<file path="config.mk">
export PLATFORM = sky130hd
export DESIGN_NAME = imem_loader
export DESIGN_NICKNAME = d
export VERILOG_FILES = /design/src/rtl/loader_pkg.sv /design/src/rtl/byte_packer.sv /design/src/rtl/imem_loader.sv
export SDC_FILE = /design/constraint.sdc
export NUM_CORES = 1
export LEC_CHECK = 0
export CORE_MARGIN = 2
export CORE_UTILIZATION = 31
export CTS_BUF_LIST = sky130_fd_sc_hd__clkbuf_16
export CTS_CLUSTER_DIAMETER = 100
export DETAILED_ROUTE_END_ITERATION = 16
export GPL_ROUTABILITY_DRIVEN = 0
export GPL_TIMING_DRIVEN = 0
export HOLD_SLACK_MARGIN = 0.02
export SLEW_MARGIN = 20
export SYNTH_ARGS = -nofsm -noshare
export SYNTH_HDL_FRONTEND = slang
export SYNTH_HIERARCHICAL = 1
export SYNTH_SLANG_ARGS = --single-unit
</file>
<file path="constraint.sdc">
create_clock -name Clk -period 7.4 [get_ports Clk]
set_clock_uncertainty 0.15 [all_clocks]
set_input_delay 1.48 -clock Clk [delete_from_list [all_inputs] [get_ports Clk]]
set_output_delay 1.48 -clock Clk [all_outputs]
set_load 0.01 [all_outputs]
</file>
<file path="src/rtl/loader_pkg.sv">
// Shared types and constants for the boot-time instruction-memory loader.
// LOADER_CHECKSUM_EN adds the CSUM state to loader_state_t.
package loader_pkg;

    typedef enum logic [2:0] {
        S_IDLE,
        S_LEN_HI,
        S_LEN_LO,
        S_DATA,
`ifdef LOADER_CHECKSUM_EN
        S_CSUM,
`endif
        S_DONE,
        S_ERR
    } loader_state_t;

    localparam int LEN_BYTES  = 2;
    localparam int WORD_BYTES = 4;

    // Largest legal word count for a memory of 2**addr_w words.
    function automatic logic [16:0] word_limit(input int addr_w);
        return 17'(1) << addr_w;
    endfunction

endpackage

</file>
<file path="src/rtl/byte_packer.sv">
// Packs accepted bytes MSB first into 32-bit words and flags each completed word
// for exactly one cycle. Cleared by i_clear when a new load starts.
module byte_packer
    import loader_pkg::*;
(
    input  logic        i_clk,
    input  logic        i_rst_n,
    input  logic        i_clear,
    input  logic        i_accept,
    input  logic [7:0]  i_byte,
    output logic [1:0]  o_byte_cnt,
    output logic        o_word_valid,
    output logic [31:0] o_word
);

    logic [1:0]  r_cnt;
    logic [31:0] r_shift;
    logic        r_word_valid;

    always_ff @(posedge i_clk or negedge i_rst_n) begin
        if (!i_rst_n) begin
            r_cnt        <= '0;
            r_shift      <= '0;
            r_word_valid <= 1'b0;
        end else if (i_clear) begin
            r_cnt        <= '0;
            r_shift      <= '0;
            r_word_valid <= 1'b0;
        end else begin
            r_word_valid <= i_accept && (r_cnt == 2'(WORD_BYTES - 1));
            if (i_accept) begin
                r_cnt   <= r_cnt + 2'd1;
                r_shift <= {r_shift[23:0], i_byte};
            end
        end
    end

    assign o_byte_cnt   = r_cnt;
    assign o_word_valid = r_word_valid;
    assign o_word       = r_shift;

endmodule

</file>
<file path="src/rtl/imem_loader.sv">
// Boot loader: length header + big-endian words into instruction memory, holding the
// CPU in reset until loaded. Define LOADER_CHECKSUM_EN for the trailing XOR checksum byte.
module imem_loader
    import loader_pkg::*;
#(
    parameter int ADDR_W = 10
) (
    input  logic              Clk,
    input  logic              Reset,
    input  logic              start,
    input  logic              in_valid,
    input  logic [7:0]        in_data,
    output logic              in_ready,
    output logic              im_we,
    output logic [ADDR_W-1:0] im_addr,
    output logic [31:0]       im_wdata,
    output logic              CpuHold,
    output logic              done,
    output logic              error
);

    localparam int            LEN_W = 8 * LEN_BYTES;
    localparam logic [16:0]   LIMIT = word_limit(ADDR_W);
`ifdef LOADER_CHECKSUM_EN
    localparam loader_state_t S_AFTER_PAYLOAD = S_CSUM;
`else
    localparam loader_state_t S_AFTER_PAYLOAD = S_DONE;
`endif

    loader_state_t     r_state, w_next;
    logic              r_in_ready, w_ready_next;
    logic [LEN_W-1:0]  r_len;
    logic [16:0]       r_word_cnt;
    logic [ADDR_W-1:0] r_im_addr;
    logic [31:0]       r_im_wdata;
`ifdef LOADER_CHECKSUM_EN
    logic [7:0]        r_csum;
`endif

    logic              w_xfer, w_start_ok, w_pk_accept, w_last_word, w_last_byte;
    logic [LEN_W-1:0]  w_len;
    logic [1:0]        w_pk_cnt;
    logic              w_word_valid;
    logic [31:0]       w_word;

    assign w_xfer      = in_valid && r_in_ready;
    assign w_len       = {r_len[15:8], in_data};
    assign w_start_ok  = start && (r_state == S_IDLE || r_state == S_DONE || r_state == S_ERR);
    assign w_pk_accept = w_xfer && (r_state == S_DATA);
    assign w_last_word = (r_word_cnt == ({1'b0, r_len} - 17'd1));
    // The final payload byte drops in_ready at once so no byte past the image is consumed.
    assign w_last_byte = w_pk_accept && (w_pk_cnt == 2'(WORD_BYTES - 1)) && w_last_word;

    byte_packer u_packer (
        .i_clk        (Clk),
        .i_rst_n      (Reset),
        .i_clear      (w_start_ok),
        .i_accept     (w_pk_accept),
        .i_byte       (in_data),
        .o_byte_cnt   (w_pk_cnt),
        .o_word_valid (w_word_valid),
        .o_word       (w_word)
    );

    always_comb begin
        w_next       = r_state;
        w_ready_next = 1'b0;
        case (r_state)
            S_IDLE, S_DONE, S_ERR: if (start) w_next = S_LEN_HI;
            S_LEN_HI: if (w_xfer) w_next = S_LEN_LO;
            S_LEN_LO: begin
                if (w_xfer) begin
                    if (w_len == '0)                 w_next = S_AFTER_PAYLOAD;
                    else if ({1'b0, w_len} > LIMIT)  w_next = S_ERR;
                    else                             w_next = S_DATA;
                end
            end
            S_DATA: if (w_word_valid && w_last_word) w_next = S_AFTER_PAYLOAD;
`ifdef LOADER_CHECKSUM_EN
            S_CSUM: if (w_xfer) w_next = (in_data == r_csum) ? S_DONE : S_ERR;
`endif
            default: w_next = S_IDLE;
        endcase

        case (w_next)
`ifdef LOADER_CHECKSUM_EN
            S_CSUM,
`endif
            S_LEN_HI, S_LEN_LO, S_DATA: w_ready_next = 1'b1;
            default:                    w_ready_next = 1'b0;
        endcase
        if (w_last_byte) w_ready_next = 1'b0;
    end

    always_ff @(posedge Clk or negedge Reset) begin
        if (!Reset) begin
            r_state    <= S_IDLE;
            r_in_ready <= 1'b0;
            r_len      <= '0;
            r_word_cnt <= '0;
            r_im_addr  <= '0;
            r_im_wdata <= '0;
`ifdef LOADER_CHECKSUM_EN
            r_csum     <= '0;
`endif
        end else begin
            r_state    <= w_next;
            r_in_ready <= w_ready_next;
            if (w_start_ok) begin
                r_len      <= '0;
                r_word_cnt <= '0;
`ifdef LOADER_CHECKSUM_EN
                r_csum     <= '0;
`endif
            end else begin
                if (w_xfer && r_state == S_LEN_HI) r_len[15:8] <= in_data;
                if (w_xfer && r_state == S_LEN_LO) r_len       <= w_len;
                if (w_word_valid) begin
                    r_word_cnt <= r_word_cnt + 17'd1;
                    r_im_addr  <= r_word_cnt[ADDR_W-1:0];
                    r_im_wdata <= w_word;
                end
`ifdef LOADER_CHECKSUM_EN
                if (w_xfer && r_state != S_CSUM) r_csum <= r_csum ^ in_data;
`endif
            end
        end
    end

    // Write port shows the fresh word during the strobe, then holds the last one.
    assign im_we    = w_word_valid;
    assign im_addr  = w_word_valid ? r_word_cnt[ADDR_W-1:0] : r_im_addr;
    assign im_wdata = w_word_valid ? w_word : r_im_wdata;
    assign in_ready = r_in_ready;
    assign CpuHold  = (r_state != S_DONE);
    assign done     = (r_state == S_DONE);
    assign error    = (r_state == S_ERR);

endmodule

</file>
==> results.cfg, run 1 <==
[timing]
max_freq_mhz = 229.8
relSlewSlack_pct = 39.39
fin_crit_sh_pct = 58.82
finalHoldViolations = 0
rsz0062_at_grt = no
drv_slew = 0
timing.final.crit_period_ps = 4352
setup_violations = 0
finalWorstSetupSlack_ps = 3048
fin_tns_setup_ps = 0
worstMarginPinSlew_ps = 901.6
hold_ws_ps = 347.4

[synthesis]
yosys_warnings = 6
ys_types = 50
synth_nets = 544
syn-instance-count = 529
synth-seq-cells = 114
syn_area_sq_mm = 0.005886
syn_avg_cell_area_sq_um = 11.13
synth-seq-area-share_pct = 48.47

[setup_path]
reg2reg_setup_slack_ps = 4360
critPathKind = reg -> out
critPathRequiredTime_ps = 5770
timing.rr.end = r_state[1]
critPathMaxFanout = 10
crit_end = im_wdata[28]
crit_path_start = u_packer/o_word_valid
reg2reg_from = r_len[0]
critPathLaunchType = flip-flop
r2r_cells = 9
worstSetupEndpointType = output pin
cp_data_arrival_time_ps = 2720

[placed_design]
dp_slack_ps = 3231
port_buffers = 58
placed_area_sq_mm = 0.006794
dp_hpwl_microns = 10420

[finish]
area_growth_pct = 25.09
fill_cells = 1753
fin_area_sq_mm = 0.007362
antennaDiodeCount = 0
drive_above_1_share_pct = 22.13
final_nets = 622

[pwr]
power.density_mw_per_mm2 = 312.4
ir_worst_vdd_uv = 180.8
p_leak_nw = 3.336

[clock_tree]
cts_tree = done
cts_hold_buf = 0
clkTransAtPathRegs_ps = 60
htree_num_levels = 4
cts.sinks = 114
clock_path_buffers = 2
insertion_delay_ps = 430
clock-root-buffer = clkbuf_16
post_cts_buffers = 0
cts-resized-gates = 0
cts_buffers = 17

[drt]
drt_iter0_drc = 314
ant_nets = 0
routed_via_density = 4.912
dr.pass1.iters = 4
dr_total_vias = 4190
wl_per_cell_microns = 16.88
wirelength_microns = 14400
route.detailed.drc = 0

[grt]
grt.total_usage_pct = 15.17
overflow = 0
grt_start_max_net_pins = 75
grt_pass1_wl_microns = 23250
grt_pass1_vias = 4373
antenna_found_initial = 0

[die]
ios = 59
rows = 50
die_area_sq_mm = 0.02010
fp.dieH_microns = 141.8
initial_core_util_pct = 31.57
die_w_microns = 141.8
design.core.area_sq_mm = 0.01864

[min_path]
hp-start = r_im_addr[0]
hold_class = reg -> reg

[run]
maxCapViolations = 0

[status]
status = complete, no violations
## worst min-delay path by stage
stage | slack (ps) | to | depth (start not counted)
finish | 350 | r_im_addr[0] | 1
floorplan | 330 | r_im_wdata[0] | 1
CTS | 350 | r_im_addr[0] | 1
global route | 370 | r_im_wdata[8] | 1
detailed placement | 340 | r_im_wdata[0] | 1
global placement | 340 | r_im_wdata[11] | 1
## cell usage after synthesis, drive strengths merged
master | n | area, sq um
and3 | 3 | 18.77
nor3 | 5 | 25.02
a41o | 1 | 10.01
o21ai | 23 | 115.1
a211oi | 1 | 7.510
a211o | 2 | 18.77
mux2 | 84 | 945.9
xor2 | 24 | 210.2
a21oi | 7 | 35.03
inv | 8 | 30.03
or4 | 5 | 37.54
nor2 | 65 | 254.0
nand4b | 1 | 8.760
xnor2 | 13 | 113.9
ha | 3 | 37.54
nand2 | 46 | 172.7
or3 | 7 | 50.05
nor4b | 2 | 23.77
mux2i | 37 | 370.4
a21bo | 1 | 10.01
nor3b | 2 | 15.01
clkbuf | 21 | 80.07
or4b | 1 | 10.01
buf | 9 | 108.9
nand2b | 3 | 18.77
nand4 | 6 | 37.54
and4 | 1 | 8.760
nor4 | 7 | 50.05
a2bb2oi | 1 | 8.760
a311oi | 2 | 17.52
o221ai | 2 | 17.52
and2 | 1 | 6.260
or2 | 2 | 12.51
o211ai | 3 | 22.52
nand3 | 9 | 57.56
xnor3 | 1 | 22.52
o31ai | 5 | 37.54
a31oi | 1 | 6.260
dfrtp | 114 | 2853
## worst max-delay path, stage by stage (launching register included)
cell	delay, ps
dfrtp_1	370
clkbuf_1	390
clkbuf_1	630
mux2_2	430
clkdlybuf4s50_1	480
## final cells by class
| cell class | instances | area, sq um | share of cell area, % |
|---|---|---|---|
| flip-flops and latches | 114 | 2853 | 38.75 |
| multi-input cells | 377 | 2820 | 38.31 |
| repair buffers | 59 | 609.3 | 8.277 |
| clock buffers | 17 | 425.4 | 5.778 |
| well taps | 234 | 292.8 | 3.977 |
| plain buffers | 30 | 188.9 | 2.566 |
| clock inverters | 14 | 142.6 | 1.937 |
| inverters | 8 | 30.03 | 0.4079 |
## power breakdown
group          switching [mW]  total (mW)  internal [mW]
registers              0.0931       0.798          0.705
clock network           0.294       0.783          0.489
logic                   0.409       0.718          0.310
## kinds of logic after synthesis
logic type / share of synthesized area (%)
buffers and inverters: 3.720
DFF: 48.47
AOI/OAI and AO/OA: 5.209
xor gates and xnor gates: 5.889
adders and majority gates: 0.6378
and+or+nand+nor: 13.71
muxes: 22.36
## state kept, by name, summed over array words and instances (netlist names)
signal / flops
r_im_wdata: 32
u_packer/o_word: 32
r_word_cnt: 17
r_len: 16
r_im_addr: 10
r_state: 3
u_packer/o_byte_cnt: 2
in_ready: 1
u_packer/o_word_valid: 1
## routing by layer
metal  routed length (microns)  global-route usage (%)
met1                      6553                   19.25
met2                      6938                   24.45
met3                       616                   4.016
met4                       286                   6.579
met5                         0                       0
## cell usage in the layout, fill, tap and decap left out, types with 5 or more instances in the layout
cell             instances
mux2_2                  84
a21oi_1                  7
nor2_1                  63
or4_1                    5
inv_1                    8
nor4_1                   5
clkbuf_16               17
dfrtp_1                114
clkdlybuf4s50_1         57
clkbuf_1                20
mux2i_1                 37
nand3_1                  8
nand4_1                  6
o31ai_1                  5
xor2_1                  24
or3_1                    5
nor3_1                   5
o21ai_0                 23
nand2_1                 46
xnor2_1                 13
## through the flow
step	total power, mW	utilization (%)	cells
global placement	1.488	36.25	821
floorplan	1.316	-	529
finish	2.300	39.49	853
global route	2.433	39.49	853
CTS	2.314	39.49	853
detailed placement	1.523	36.44	822
(Power assumes the default switching activity.)
==> inputs of run 2 (changes only) <==
==> constraint.sdc (replaced) <==
create_clock -name Clk -period 4.1 [get_ports Clk]
set_clock_uncertainty 0.15 [all_clocks]
set_input_delay 0.82 -clock Clk [delete_from_list [all_inputs] [get_ports Clk]]
set_output_delay 0.82 -clock Clk [all_outputs]
set_load 0.01 [all_outputs]
==> results of run 2 <==
The final DEF is identical to that of run 1. Status: complete, no violations.
Main changes from that run: setup slack after placement 3231 ps -> 591.2 ps; setup slack after layout 3048 ps -> 407.5 ps; hold slack 347.4 ps -> 159.1 ps; register-to-register setup slack 4360 ps -> 1060 ps; total power 2.300 mW -> 4.151 mW; worst IR drop on VDD 180.8 uV -> 326.3 uV
==> inputs of run 3 (changes only) <==
--- a/config.mk
+++ b/config.mk
@@ -18,3 +18,4 @@
 export SYNTH_HDL_FRONTEND = slang
 export SYNTH_HIERARCHICAL = 1
 export SYNTH_SLANG_ARGS = --single-unit
+export TNS_END_PERCENT = 10
==> constraint.sdc (replaced) <==
create_clock -name Clk -period 4.1 [get_ports Clk]
set_clock_uncertainty 0.15 [all_clocks]
set_input_delay 0.41 -clock Clk [delete_from_list [all_inputs] [get_ports Clk]]
set_output_delay 0.41 -clock Clk [all_outputs]
set_load 0.01 [all_outputs]
==> results.cfg, run 3 (synthesized netlist as in run 1, its figures left out) <==
[status]
status = complete, no violations

[setup_path]
worstSetupEndpointType = output pin
critPathKind = reg -> out
critPathMaxFanout = 10
reg2reg_setup_slack_ps = 1060
critPathRequiredTime_ps = 3540
cp_data_arrival_time_ps = 2710
timing.rr.end = r_state[1]
critPathLaunchType = flip-flop
reg2reg_from = r_len[0]
r2r_cells = 9

[pwr]
power.switching_mw = 1.436
p_leak_nw = 3.340
ir_worst_vdd_uv = 324.0
p_seq_share_pct = 34.7
power.density_mw_per_mm2 = 563.2
p_int_mw = 2.716
total_power_mw = 4.152
pwr-share-comb_pct = 31.3
swShare_pct = 34.59
pwr-share-clk_pct = 34.0

[grt]
grt.total_usage_pct = 15.17
grt_start_max_net_pins = 75
grt_pass1_wl_microns = 23260
grt_pass1_vias = 4377
overflow = 0
antenna_found_initial = 0

[placed_design]
port_buffers = 58
dp_hpwl_microns = 10420
placed_cells = 822
placed_area_sq_mm = 0.006794

[die]
initial_core_util_pct = 31.57
die_area_sq_mm = 0.02010
ios = 59
die_w_microns = 141.8
rows = 50
design.core.area_sq_mm = 0.01864
fp.dieH_microns = 141.8

[timing]
fin_crit_sh_pct = 79.72
drv_slew = 0
finalHoldViolations = 0
setup_violations = 0
rsz0062_at_grt = no
worstMarginPinSlew_ps = 917.1
relSlewSlack_pct = 38.35
max_freq_mhz = 305.9
hold_ws_ps = 310.0
timing.final.crit_period_ps = 3269

[clock_tree]
cts-resized-gates = 0
cts_buffers = 17
post_cts_buffers = 0
clock-root-buffer = clkbuf_16
clock_path_buffers = 2
cts_tree = done
cts.sinks = 114
htree_num_levels = 4
insertion_delay_ps = 420
clkTransAtPathRegs_ps = 60

[finish]
fill_cells = 1753
drive_above_1_share_pct = 22.10
final_nets = 623
final_common_cell = dfrtp_1
final_cell_mix = dfrtp_1, mux2_2, nor2_1
final_cells = 854
fin_area_sq_mm = 0.007372
antennaDiodeCount = 0
area_growth_pct = 25.26

[drt]
dr_total_vias = 4222
dr.pass1.iters = 4
routed_via_density = 4.944
ant_nets = 0
route.detailed.drc = 0
wirelength_microns = 14410
wl_per_cell_microns = 16.87
drt_iter0_drc = 279

[min_path]
hold_class = in -> async

[run]
maxCapViolations = 0
==> run 3: worst max-delay path by stage <==
stage	from	end	slack, ps	depth (start not counted)
after detailed placement	start	u_packer/o_byte_cnt[1]	1000	8
after floorplan	r_len[11]	in_ready	1480	7
after CTS	u_packer/o_word_valid	im_wdata[28]	740	4
final	u_packer/o_word_valid	im_wdata[28]	830	4
after global routing	u_packer/o_word_valid	im_wdata[28]	690	4
after global placement	Reset	r_im_addr[7]	-1870	1
==> run 3: cell type report <==
class                      instances  area (sq um)  share of cell area, %
tap                              234         292.8                  3.971
multi-input combinational        377          2820                  38.26
buffer                            30         188.9                  2.563
timing repair buffer              60         619.3                  8.401
clock buffer                      17         425.4                  5.771
inverter                           8         30.03                 0.4073
clock inverter                    14         142.6                  1.935
sequential                       114          2853                  38.70
==> run 3: layer usage <==
| layer | vias up | global-route usage (%) | wire length (microns) |
|---|---|---|---|
| li1 | 2010 | - | - |
| met1 | 2119 | 19.25 | 6648 |
| met2 | 72 | 24.45 | 6894 |
| met3 | 21 | 4.016 | 573 |
| met4 | 0 | 6.579 | 289 |
| met5 | - | 0 | 0 |
==> run 3: power groups by stage <==
stage / logic [mW] / clock network (mW) / registers [mW]
finish: 1.30 / 1.41 / 1.44
global route: 1.43 / 1.50 / 1.46
CTS: 1.30 / 1.44 / 1.44
detailed placement: 1.29 / 0 / 1.46
global placement: 1.24 / 0 / 1.45
floorplan: 0.979 / 0 / 1.40
==> run 3: what timing repair did <==
action | in CTS | in global routing
hold buffers | 1 | 0
endpoints found under the setup margin | 0 | 0
endpoints found under the hold margin | 40 | 0
==> run 3: stage by stage <==
stage	setup TNS [ps]	util (%)	setup slack, ps
after floorplan	0	-	1485
after global placement	-212440	36.25	-1875
after detailed placement	0	36.44	1001
after CTS	0	39.54	742.4
after global routing	0	39.54	687.1
final	0	39.54	831.3
==> run 3: worst max-delay path, cell delays in order (launching register included) <==
cell and delay [ps]:
dfrtp_1 370, clkbuf_1 380, clkbuf_1 620, mux2_2 430, clkdlybuf4s50_1 480
